File: src/rtl/dma_arbiter_if.sv
// DMA link bundle: one requester-side and one controller-side view of the same signals.
// Pure wiring, no latency.
// No backpressure beyond the dma_ack / dev_ack handshake it carries.
interface dma_arbiter_if;
    logic        dma_rqst;
    logic        dma_rd_wr;
    logic [15:0] dma_start_address;
    logic [15:0] dma_num_words;
    logic        dev_ack;
    logic [15:0] dev_out;
    logic        dma_ack;
    logic        dma_end_flag;
    logic        dma_error_flag;
    logic [15:0] dev_in;

    // master issues requests; slave answers them
    modport master (
        output dma_rqst, dma_rd_wr, dma_start_address, dma_num_words, dev_ack, dev_out,
        input  dma_ack, dma_end_flag, dma_error_flag, dev_in
    );
    modport slave (
        input  dma_rqst, dma_rd_wr, dma_start_address, dma_num_words, dev_ack, dev_out,
        output dma_ack, dma_end_flag, dma_error_flag, dev_in
    );
endinterface

File: src/rtl/dma_arbiter.sv
// Round-robin share of one DMA controller port between two DMA devices.
// Latency: request to grant/dma_rqst 1 cycle; muxing while granted is combinational.
// Backpressure: losing device simply waits with its request high until the grant returns to IDLE.
module dma_arbiter #(
    parameter logic [15:0] WDOG_CYCLES = 16'd1024
) (
    input  logic          clk,
    input  logic          reset,
    dma_arbiter_if.slave  d0,
    dma_arbiter_if.slave  d1,
    dma_arbiter_if.master ctrl,
    output logic [1:0]    grant,
    output logic          arb_timeout,
    output logic [15:0]   word_cnt
);

    typedef enum logic [1:0] {IDLE, GRANT, RELEASE} state_t;

    state_t      state;
    state_t      next_state;
    logic [1:0]  grant_nxt;
    logic        last_d1;
    logic [15:0] wdog_cnt;
    logic        active;
    logic        sel0;
    logic        sel1;
    logic        flag_in;
    logic        abort;
    logic        wdog_hit;

    assign active  = (state == GRANT) && !reset;
    assign sel0    = active && grant[0];
    assign sel1    = active && grant[1];
    assign flag_in = ctrl.dma_end_flag || ctrl.dma_error_flag;
    assign abort   = grant[1] ? !d1.dma_rqst : !d0.dma_rqst;

    // Watchdog only fires when no higher-priority release reason is present.
    assign wdog_hit = active && (WDOG_CYCLES != 16'd0) && (wdog_cnt == WDOG_CYCLES - 16'd1)
                      && !ctrl.dma_ack && !flag_in && !abort;
    assign arb_timeout = wdog_hit;

    always_comb begin
        ctrl.dma_rqst          = 1'b0;
        ctrl.dma_rd_wr         = 1'b0;
        ctrl.dma_start_address = 16'd0;
        ctrl.dma_num_words     = 16'd0;
        ctrl.dev_ack           = 1'b0;
        ctrl.dev_out           = 16'd0;
        if (sel0) begin
            ctrl.dma_rqst          = d0.dma_rqst;
            ctrl.dma_rd_wr         = d0.dma_rd_wr;
            ctrl.dma_start_address = d0.dma_start_address;
            ctrl.dma_num_words     = d0.dma_num_words;
            ctrl.dev_ack           = d0.dev_ack;
            ctrl.dev_out           = d0.dev_out;
        end else if (sel1) begin
            ctrl.dma_rqst          = d1.dma_rqst;
            ctrl.dma_rd_wr         = d1.dma_rd_wr;
            ctrl.dma_start_address = d1.dma_start_address;
            ctrl.dma_num_words     = d1.dma_num_words;
            ctrl.dev_ack           = d1.dev_ack;
            ctrl.dev_out           = d1.dev_out;
        end
    end

    assign d0.dma_ack        = sel0 && ctrl.dma_ack;
    assign d0.dma_end_flag   = sel0 && ctrl.dma_end_flag;
    assign d0.dma_error_flag = sel0 && (ctrl.dma_error_flag || wdog_hit);
    assign d0.dev_in         = sel0 ? ctrl.dev_in : 16'd0;
    assign d1.dma_ack        = sel1 && ctrl.dma_ack;
    assign d1.dma_end_flag   = sel1 && ctrl.dma_end_flag;
    assign d1.dma_error_flag = sel1 && (ctrl.dma_error_flag || wdog_hit);
    assign d1.dev_in         = sel1 ? ctrl.dev_in : 16'd0;

    always_comb begin
        next_state = state;
        grant_nxt  = grant;
        case (state)
            IDLE: begin
                if (d0.dma_rqst && d1.dma_rqst) begin
                    next_state = GRANT;
                    grant_nxt  = last_d1 ? 2'b01 : 2'b10;
                end else if (d0.dma_rqst) begin
                    next_state = GRANT;
                    grant_nxt  = 2'b01;
                end else if (d1.dma_rqst) begin
                    next_state = GRANT;
                    grant_nxt  = 2'b10;
                end
            end
            GRANT: begin
                if (flag_in || abort || wdog_hit) begin
                    next_state = RELEASE;
                end
            end
            RELEASE: begin
                next_state = IDLE;
                grant_nxt  = 2'b00;
            end
            default: begin
                next_state = IDLE;
                grant_nxt  = 2'b00;
            end
        endcase
    end

    always_ff @(posedge clk) begin
        if (reset) begin
            state    <= IDLE;
            grant    <= 2'b00;
            word_cnt <= 16'd0;
            wdog_cnt <= 16'd0;
            last_d1  <= 1'b1;
        end else begin
            state <= next_state;
            grant <= grant_nxt;
            if (state == IDLE && next_state == GRANT) begin
                word_cnt <= 16'd0;
                wdog_cnt <= 16'd0;
            end else if (state == GRANT) begin
                if (ctrl.dma_ack) begin
                    word_cnt <= word_cnt + 16'd1;
                    wdog_cnt <= 16'd0;
                end else if (wdog_cnt != 16'hFFFF) begin
                    wdog_cnt <= wdog_cnt + 16'd1;
                end
            end
            if (state == RELEASE) begin
                last_d1 <= grant[1];
            end
        end
    end

endmodule

File: src/flat_wrapper.sv
// flat-port wrapper written by rule: the top's interface ports become plain ports
module dma_arbiter_flat 
#(
    parameter logic [15:0] WDOG_CYCLES = 16'd1024
)
  (clk, reset, grant, arb_timeout, word_cnt, d0_dma_rqst, d0_dma_rd_wr, d0_dma_start_address, d0_dma_num_words, d0_dev_ack, d0_dev_out, d0_dma_ack, d0_dma_end_flag, d0_dma_error_flag, d0_dev_in, d1_dma_rqst, d1_dma_rd_wr, d1_dma_start_address, d1_dma_num_words, d1_dev_ack, d1_dev_out, d1_dma_ack, d1_dma_end_flag, d1_dma_error_flag, d1_dev_in, ctrl_dma_rqst, ctrl_dma_rd_wr, ctrl_dma_start_address, ctrl_dma_num_words, ctrl_dev_ack, ctrl_dev_out, ctrl_dma_ack, ctrl_dma_end_flag, ctrl_dma_error_flag, ctrl_dev_in);
  dma_arbiter_if d0_i ();
  dma_arbiter_if d1_i ();
  dma_arbiter_if ctrl_i ();
  input  logic clk;
  input  logic reset;
  output logic [1:0] grant;
  output logic arb_timeout;
  output logic [15:0] word_cnt;
  input wire logic [$bits(d0_i.dma_rqst)-1:0] d0_dma_rqst;
  input wire logic [$bits(d0_i.dma_rd_wr)-1:0] d0_dma_rd_wr;
  input wire logic [$bits(d0_i.dma_start_address)-1:0] d0_dma_start_address;
  input wire logic [$bits(d0_i.dma_num_words)-1:0] d0_dma_num_words;
  input wire logic [$bits(d0_i.dev_ack)-1:0] d0_dev_ack;
  input wire logic [$bits(d0_i.dev_out)-1:0] d0_dev_out;
  output wire logic [$bits(d0_i.dma_ack)-1:0] d0_dma_ack;
  output wire logic [$bits(d0_i.dma_end_flag)-1:0] d0_dma_end_flag;
  output wire logic [$bits(d0_i.dma_error_flag)-1:0] d0_dma_error_flag;
  output wire logic [$bits(d0_i.dev_in)-1:0] d0_dev_in;
  input wire logic [$bits(d1_i.dma_rqst)-1:0] d1_dma_rqst;
  input wire logic [$bits(d1_i.dma_rd_wr)-1:0] d1_dma_rd_wr;
  input wire logic [$bits(d1_i.dma_start_address)-1:0] d1_dma_start_address;
  input wire logic [$bits(d1_i.dma_num_words)-1:0] d1_dma_num_words;
  input wire logic [$bits(d1_i.dev_ack)-1:0] d1_dev_ack;
  input wire logic [$bits(d1_i.dev_out)-1:0] d1_dev_out;
  output wire logic [$bits(d1_i.dma_ack)-1:0] d1_dma_ack;
  output wire logic [$bits(d1_i.dma_end_flag)-1:0] d1_dma_end_flag;
  output wire logic [$bits(d1_i.dma_error_flag)-1:0] d1_dma_error_flag;
  output wire logic [$bits(d1_i.dev_in)-1:0] d1_dev_in;
  output wire logic [$bits(ctrl_i.dma_rqst)-1:0] ctrl_dma_rqst;
  output wire logic [$bits(ctrl_i.dma_rd_wr)-1:0] ctrl_dma_rd_wr;
  output wire logic [$bits(ctrl_i.dma_start_address)-1:0] ctrl_dma_start_address;
  output wire logic [$bits(ctrl_i.dma_num_words)-1:0] ctrl_dma_num_words;
  output wire logic [$bits(ctrl_i.dev_ack)-1:0] ctrl_dev_ack;
  output wire logic [$bits(ctrl_i.dev_out)-1:0] ctrl_dev_out;
  input wire logic [$bits(ctrl_i.dma_ack)-1:0] ctrl_dma_ack;
  input wire logic [$bits(ctrl_i.dma_end_flag)-1:0] ctrl_dma_end_flag;
  input wire logic [$bits(ctrl_i.dma_error_flag)-1:0] ctrl_dma_error_flag;
  input wire logic [$bits(ctrl_i.dev_in)-1:0] ctrl_dev_in;
  assign d0_i.dma_rqst = d0_dma_rqst;
  assign d0_i.dma_rd_wr = d0_dma_rd_wr;
  assign d0_i.dma_start_address = d0_dma_start_address;
  assign d0_i.dma_num_words = d0_dma_num_words;
  assign d0_i.dev_ack = d0_dev_ack;
  assign d0_i.dev_out = d0_dev_out;
  assign d0_dma_ack = d0_i.dma_ack;
  assign d0_dma_end_flag = d0_i.dma_end_flag;
  assign d0_dma_error_flag = d0_i.dma_error_flag;
  assign d0_dev_in = d0_i.dev_in;
  assign d1_i.dma_rqst = d1_dma_rqst;
  assign d1_i.dma_rd_wr = d1_dma_rd_wr;
  assign d1_i.dma_start_address = d1_dma_start_address;
  assign d1_i.dma_num_words = d1_dma_num_words;
  assign d1_i.dev_ack = d1_dev_ack;
  assign d1_i.dev_out = d1_dev_out;
  assign d1_dma_ack = d1_i.dma_ack;
  assign d1_dma_end_flag = d1_i.dma_end_flag;
  assign d1_dma_error_flag = d1_i.dma_error_flag;
  assign d1_dev_in = d1_i.dev_in;
  assign ctrl_dma_rqst = ctrl_i.dma_rqst;
  assign ctrl_dma_rd_wr = ctrl_i.dma_rd_wr;
  assign ctrl_dma_start_address = ctrl_i.dma_start_address;
  assign ctrl_dma_num_words = ctrl_i.dma_num_words;
  assign ctrl_dev_ack = ctrl_i.dev_ack;
  assign ctrl_dev_out = ctrl_i.dev_out;
  assign ctrl_i.dma_ack = ctrl_dma_ack;
  assign ctrl_i.dma_end_flag = ctrl_dma_end_flag;
  assign ctrl_i.dma_error_flag = ctrl_dma_error_flag;
  assign ctrl_i.dev_in = ctrl_dev_in;
  dma_arbiter #(.WDOG_CYCLES(WDOG_CYCLES)) u_core (.clk(clk), .reset(reset), .d0(d0_i), .d1(d1_i), .ctrl(ctrl_i), .grant(grant), .arb_timeout(arb_timeout), .word_cnt(word_cnt));
endmodule
File: config.mk
export PLATFORM = sky130hd
export DESIGN_NAME = dma_arbiter_flat
export DESIGN_NICKNAME = d
export VERILOG_FILES = /design/src/rtl/dma_arbiter_if.sv /design/src/rtl/dma_arbiter.sv /design/src/flat_wrapper.sv
export SDC_FILE = /design/constraint.sdc
export NUM_CORES = 1
export LEC_CHECK = 0
export BUFFER_PORTS_ARGS = -buffer_cell sky130_fd_sc_hd__buf_2
export CAP_MARGIN = 30
export CORE_ASPECT_RATIO = 0.8
export CORE_MARGIN = 3
export CORE_UTILIZATION = 39
export DETAILED_ROUTE_END_ITERATION = 8
export GPL_ROUTABILITY_DRIVEN = 0
export PLACE_DENSITY = 0.8
export SETUP_SLACK_MARGIN = 0.02
export SYNTH_ARGS = -nofsm -noshare
export SYNTH_HDL_FRONTEND = slang
export SYNTH_SLANG_ARGS = --single-unit
export TNS_END_PERCENT = 10
File: constraint.sdc
create_clock -name clk -period 2.12 [get_ports clk]
set_input_delay 0.318 -clock clk [delete_from_list [all_inputs] [get_ports clk]]
set_output_delay 0.318 -clock clk [all_outputs]
set_load 0.01 [all_outputs]
After elaboration in Yosys (flattened, before gate mapping) --
Index checks and enable logic that the tools add are counted.
Storage, ports and cells: output and inout bits 108, input bits 123, flip-flop bits (word level) 37, logic and storage cells 72
Cells by class: equal/unequal tests 6, mux-type cells 27, add/subtract/negate cells 2, bitwise gates (word level) 1, reductions and logical operators 31
Operator list (number):
- two-way mux 16 bit | 10
- adder 16 x 1 -> 16 bit, second input constant | 2
- == test 16 x 10 -> 1 bit, second input constant | 1
- two-way mux 2 bit | 8
- != test 16 bit, second input constant | 1
- logical AND 1 bit | 15
- one-hot mux 2 bit (2 select lines) | 2
- two-way mux 1 bit | 7
- logical NOT 1 bit | 6
- AND reduction 2 bit | 3
- == test 2 x 1 -> 1 bit, second input constant | 2
- logical OR 1 bit | 4
- != test 4 x 3 -> 1 bit, second input constant | 1
- == test 2 bit, second input constant | 1
- logical NOT 2 bit | 1
- nonzero test 2 bit | 1
- OR reduction 2 bit | 1
- NOT 1 bit | 1

Depth between registers and ports, before layout --
depth after elaboration 12, gate-level depth with buffers 7

Worst setup path before layout --
Ideal clock, no wire load.
path type input-to-output, from in reset, to out d0_dma_error_flag, path buffers 1, path slack 35 ps, arrival 1767 ps, stages 5, cells stage by stage buf_2 -> or3b_4 -> or4_4 -> nor4_4 -> o21a_1
On the way: cells in the longest elaborated chain, start to end 8
Ends and longest elaborated chain:
- from (decl) | RTL line flat_wrapper.sv:11 | input logic reset;
- logical NOT 1 bit | RTL line dma_arbiter.sv:31 | assign active = (state == GRANT) && !reset;
- logical AND 1 bit | RTL line dma_arbiter.sv:31
- logical AND 1 bit | RTL line dma_arbiter.sv:38 | assign wdog_hit = active && (WDOG_CYCLES != 16'd0) && (wdog_cnt == WDOG_CYCLES - 16'd1)
- logical AND 1 bit (3 in a row) | RTL line dma_arbiter.sv:39 | && !ctrl.dma_ack && !flag_in && !abort;
- named net arb_timeout | RTL line flat_wrapper.sv:13 | output logic arb_timeout;
- logical OR 1 bit | RTL line dma_arbiter.sv:68 | assign d0.dma_error_flag = sel0 && (ctrl.dma_error_flag || wdog_hit);
- logical AND 1 bit | RTL line dma_arbiter.sv:68
- to (decl) | RTL line flat_wrapper.sv:23 | output wire logic [$bits(d0_i.dma_error_flag)-1:0] d0_dma_error_flag;
The timed path passes the listed nets, and every way through them passes these cells.

Worst setup path after layout --
from reg u_core.state[1], to out d0_dma_error_flag
On the way: cells in the longest elaborated chain, start to end 8
Ends and longest elaborated chain:
- from (decl) | RTL line dma_arbiter.sv:19 | state_t state;
- from (signal assigned) | RTL line dma_arbiter.sv:115 | state <= next_state;
- == test 2 x 1 -> 1 bit * | RTL line dma_arbiter.sv:31
- logical AND 1 bit * | RTL line dma_arbiter.sv:31
- logical AND 1 bit | RTL line dma_arbiter.sv:38
- logical AND 1 bit (3 in a row) | RTL line dma_arbiter.sv:39
- logical OR 1 bit | RTL line dma_arbiter.sv:68
- logical AND 1 bit * | RTL line dma_arbiter.sv:68
Every way passes the cells marked *; elsewhere a longest branch is shown, timed or not.

==> qor.txt <==
Starting Density -> 0.415
Psw -> 0.000497 W
Final wirelength -> 13,000 um
Root Driver -> clkbuf_8
Clk buf depth -> 2
Clk sinks -> 37
Placed cell areas -> 4080 um^2
Synth top area cells -> dfxtp_1 27%, a22o_1 16%, and2_1 8.9%
GRT overflow -> 0
FILL cells -> 567
Final min period -> 2.35 ns
Via density -> 5.66
Synth unique cells -> 51
Die X-Extent -> 99.7 um
Most common cell in the netlist -> a22o_1
Asr flop ratio synth -> 0
CTS tree -> done
CTS Hold Bufs -> 0
Synth Warn # -> 0
Die Ht -> 81.0 um
Std-Cell Core Area -> 6600 um^2
Prevailing post-synth register cell -> dfxtp_1
Sw Ratio -> 0.265
Via count -> 3,761
Status -> finished, violations left
Seq. cell area -> 744 um^2
Routed WL per cell -> 19.6 um
Syn Std Cell Area -> 2740 um^2
Power Total -> 0.00188 W
Register bit total from synthesis -> 37
Power density cells -> 421 nW/um^2
Setup ws final -> -0.234 ns
Least-Margin Pin Slew -> 0.473 ns
Synth cell count leaders -> 51 x a22o_1, 39 x and2_1, 37 x dfxtp_1
Post-synthesis sequential area ratio -> 0.270
Cells after Synth -> 336
Sequential share of power -> 0.382
PortBufs -> 230
Number of DRC markers in iteration 0 -> 290
Internal -> 0.00138 W
Pre-CTS setup slack -> -0.0100 ns
# DRC -> 0
First-pass GRT wire length -> 17,700 um
Hold Path Class -> in -> reg
Worst Path Arrival -> 2.04 ns
Fin crit share -> 1.11
Htree depth -> 2
Footprint of the multi-input gates -> 1870 um^2
Failing checks -> setup timing
Initial antenna violation count -> 1
Total Die Area -> 8080 um^2
Post-synth EDFFs -> 0
Area leader, netlist -> dfxtp_1
Row count -> 26
Placed cell count -> 643
Top-area cell type share of the netlist area -> 0.270
Pin count of the biggest net entering global routing -> 49
Final core utilization -> 0.674
TritonCTS buffer count -> 5
I/O pins -> 231
Syn_nets -> 461
Max Cap Viol -> 0
Hpwl dp -> 9990 um
CP max FO -> 4
Fmax -> 0.425 GHz
Clock slew at reported path FFs -> 0.08 ns
Final hold vios -> 0
Maximum VDD drop -> 379 uV
Final #Nets -> 704
Clock Skews -> 0.0122 ns
Pleak -> 2.29 nW
Worst Setup End Kind -> output port
Startpoint Class -> flip-flop
Final ANT Viol Nets -> 0
Share of cells above drive strength 1 -> 0.498
Drt pass-1 iters -> 4
RSZ-0062 raised after global routing -> yes
Area delta synth->final -> 62.5%
Vias in the first global route -> 3,320
Fin cells -> 665
Post-Syn Area per Cell -> 8.16 um^2
Final setup fails -> 72
Critical path class -> reg -> out
Worst Path Required -> 1.80 ns
Cell area after layout -> 4450 um^2
Max_slew headroom -> 0.676
Combinational fraction of design power -> 0.215
Clk network pwr share -> 0.403
Worst-Skew Late Latency -> 0.30 ns
Total Routing Usage GR -> 0.283
Pins Over Slew Limit -> 0
-- placed cells by master, fill, tap and decap left out, types with 7 or more instances in the layout --
cell	instances
a21oi_1	18
a22o_1	51
and2_1	38
buf_2	226
buf_4	25
dfxtp_1	34
mux2i_1	7
nand2_1	22
nand2b_1	7
nand3_1	10
nand4_1	10
nor2_1	12
-- path summary, 6_finish.rpt --
path / start / end / slack (ns) / cells past startpoint
hold / removal: reset / u_core.grant[1] / 0.39 / 3
setup reg to reg: u_core.state[1] / u_core.word_cnt[14] / 0.19 / 6
setup / recovery: u_core.state[1] / d0_dma_error_flag / -0.23 / 5
hold reg to reg: u_core.wdog_cnt[7] / u_core.wdog_cnt[7] / 0.48 / 2
-- power groups by stage --
stage | clock network [W] | registers, W | logic, W
2_1_floorplan | 0 | 0.000731 | 0.000155
4_1_cts | 0.000760 | 0.000715 | 0.000383
3_5_place_dp | 0 | 0.000731 | 0.000371
5_1_grt | 0.000787 | 0.000717 | 0.000432
3_3_place_gp | 0 | 0.000730 | 0.000363
6_report | 0.000756 | 0.000716 | 0.000403
-- sequential cells by signal (all words and copies together) (netlist names) --
name             cells
u_core.wdog_cnt     16
u_core.word_cnt     16
u_core.grant         2
u_core.state         2
u_core.last_d1       1
-- what timing repair did --
item                       4_1_cts  5_1_grt
setup buffers                    4        4
cloned                           2        3
pin swaps                       26        3
gates resized for setup          8        8
setup endpoints to repair       71       76
-- metrics by stage --
stage	setup TNS (ns)	hold WS (ns)
2_1_floorplan	0	0.438
3_3_place_gp	0	0.452
3_5_place_dp	-0.0100	0.474
4_1_cts	-8.24	0.384
5_1_grt	-15.31	0.405
6_report	-11.31	0.390
-- layout make-up --
| type | count | share of cell area |
|---|---|---|
| clock buffers | 5 | 0.0154 |
| inverters | 4 | 0.00337 |
| multi-input cells | 266 | 0.420 |
| clock inverters | 3 | 0.0154 |
| well taps | 84 | 0.0236 |
| diodes | 1 | 0.000562 |
| flip-flops and latches | 37 | 0.167 |
| repair buffers | 265 | 0.354 |
-- cells by family (layout without fill, tap and decap cells) --
family          count (synthesis)  after routing  synth area share
compound gates                107            107             0.305
xor+xnor                        9              9            0.0288
fa+ha+maj                       2              2           0.00913
buf+inv                        33            277            0.0529
flops                          37             37             0.270
mux                             7              7            0.0256
other cells                     0              1                 0
simple gates                  141            141             0.309
-- layer usage --
layer	vias up	wire [um]	track usage
li1	1759	-	-
met1	1728	4680	0.319
met2	238	6260	0.474
met3	36	1430	0.0807
met4	0	667	0.183
met5	-	0	0
-- worst max-delay path, cell delays in order, from the launching register on --
cell,delay [ns]
dfxtp_2,0.33
or3b_4,0.39
or4_4,0.43
nor4_4,0.29
o21a_1,0.18
buf_2,0.12
Power figures use the tool's default switching activity.
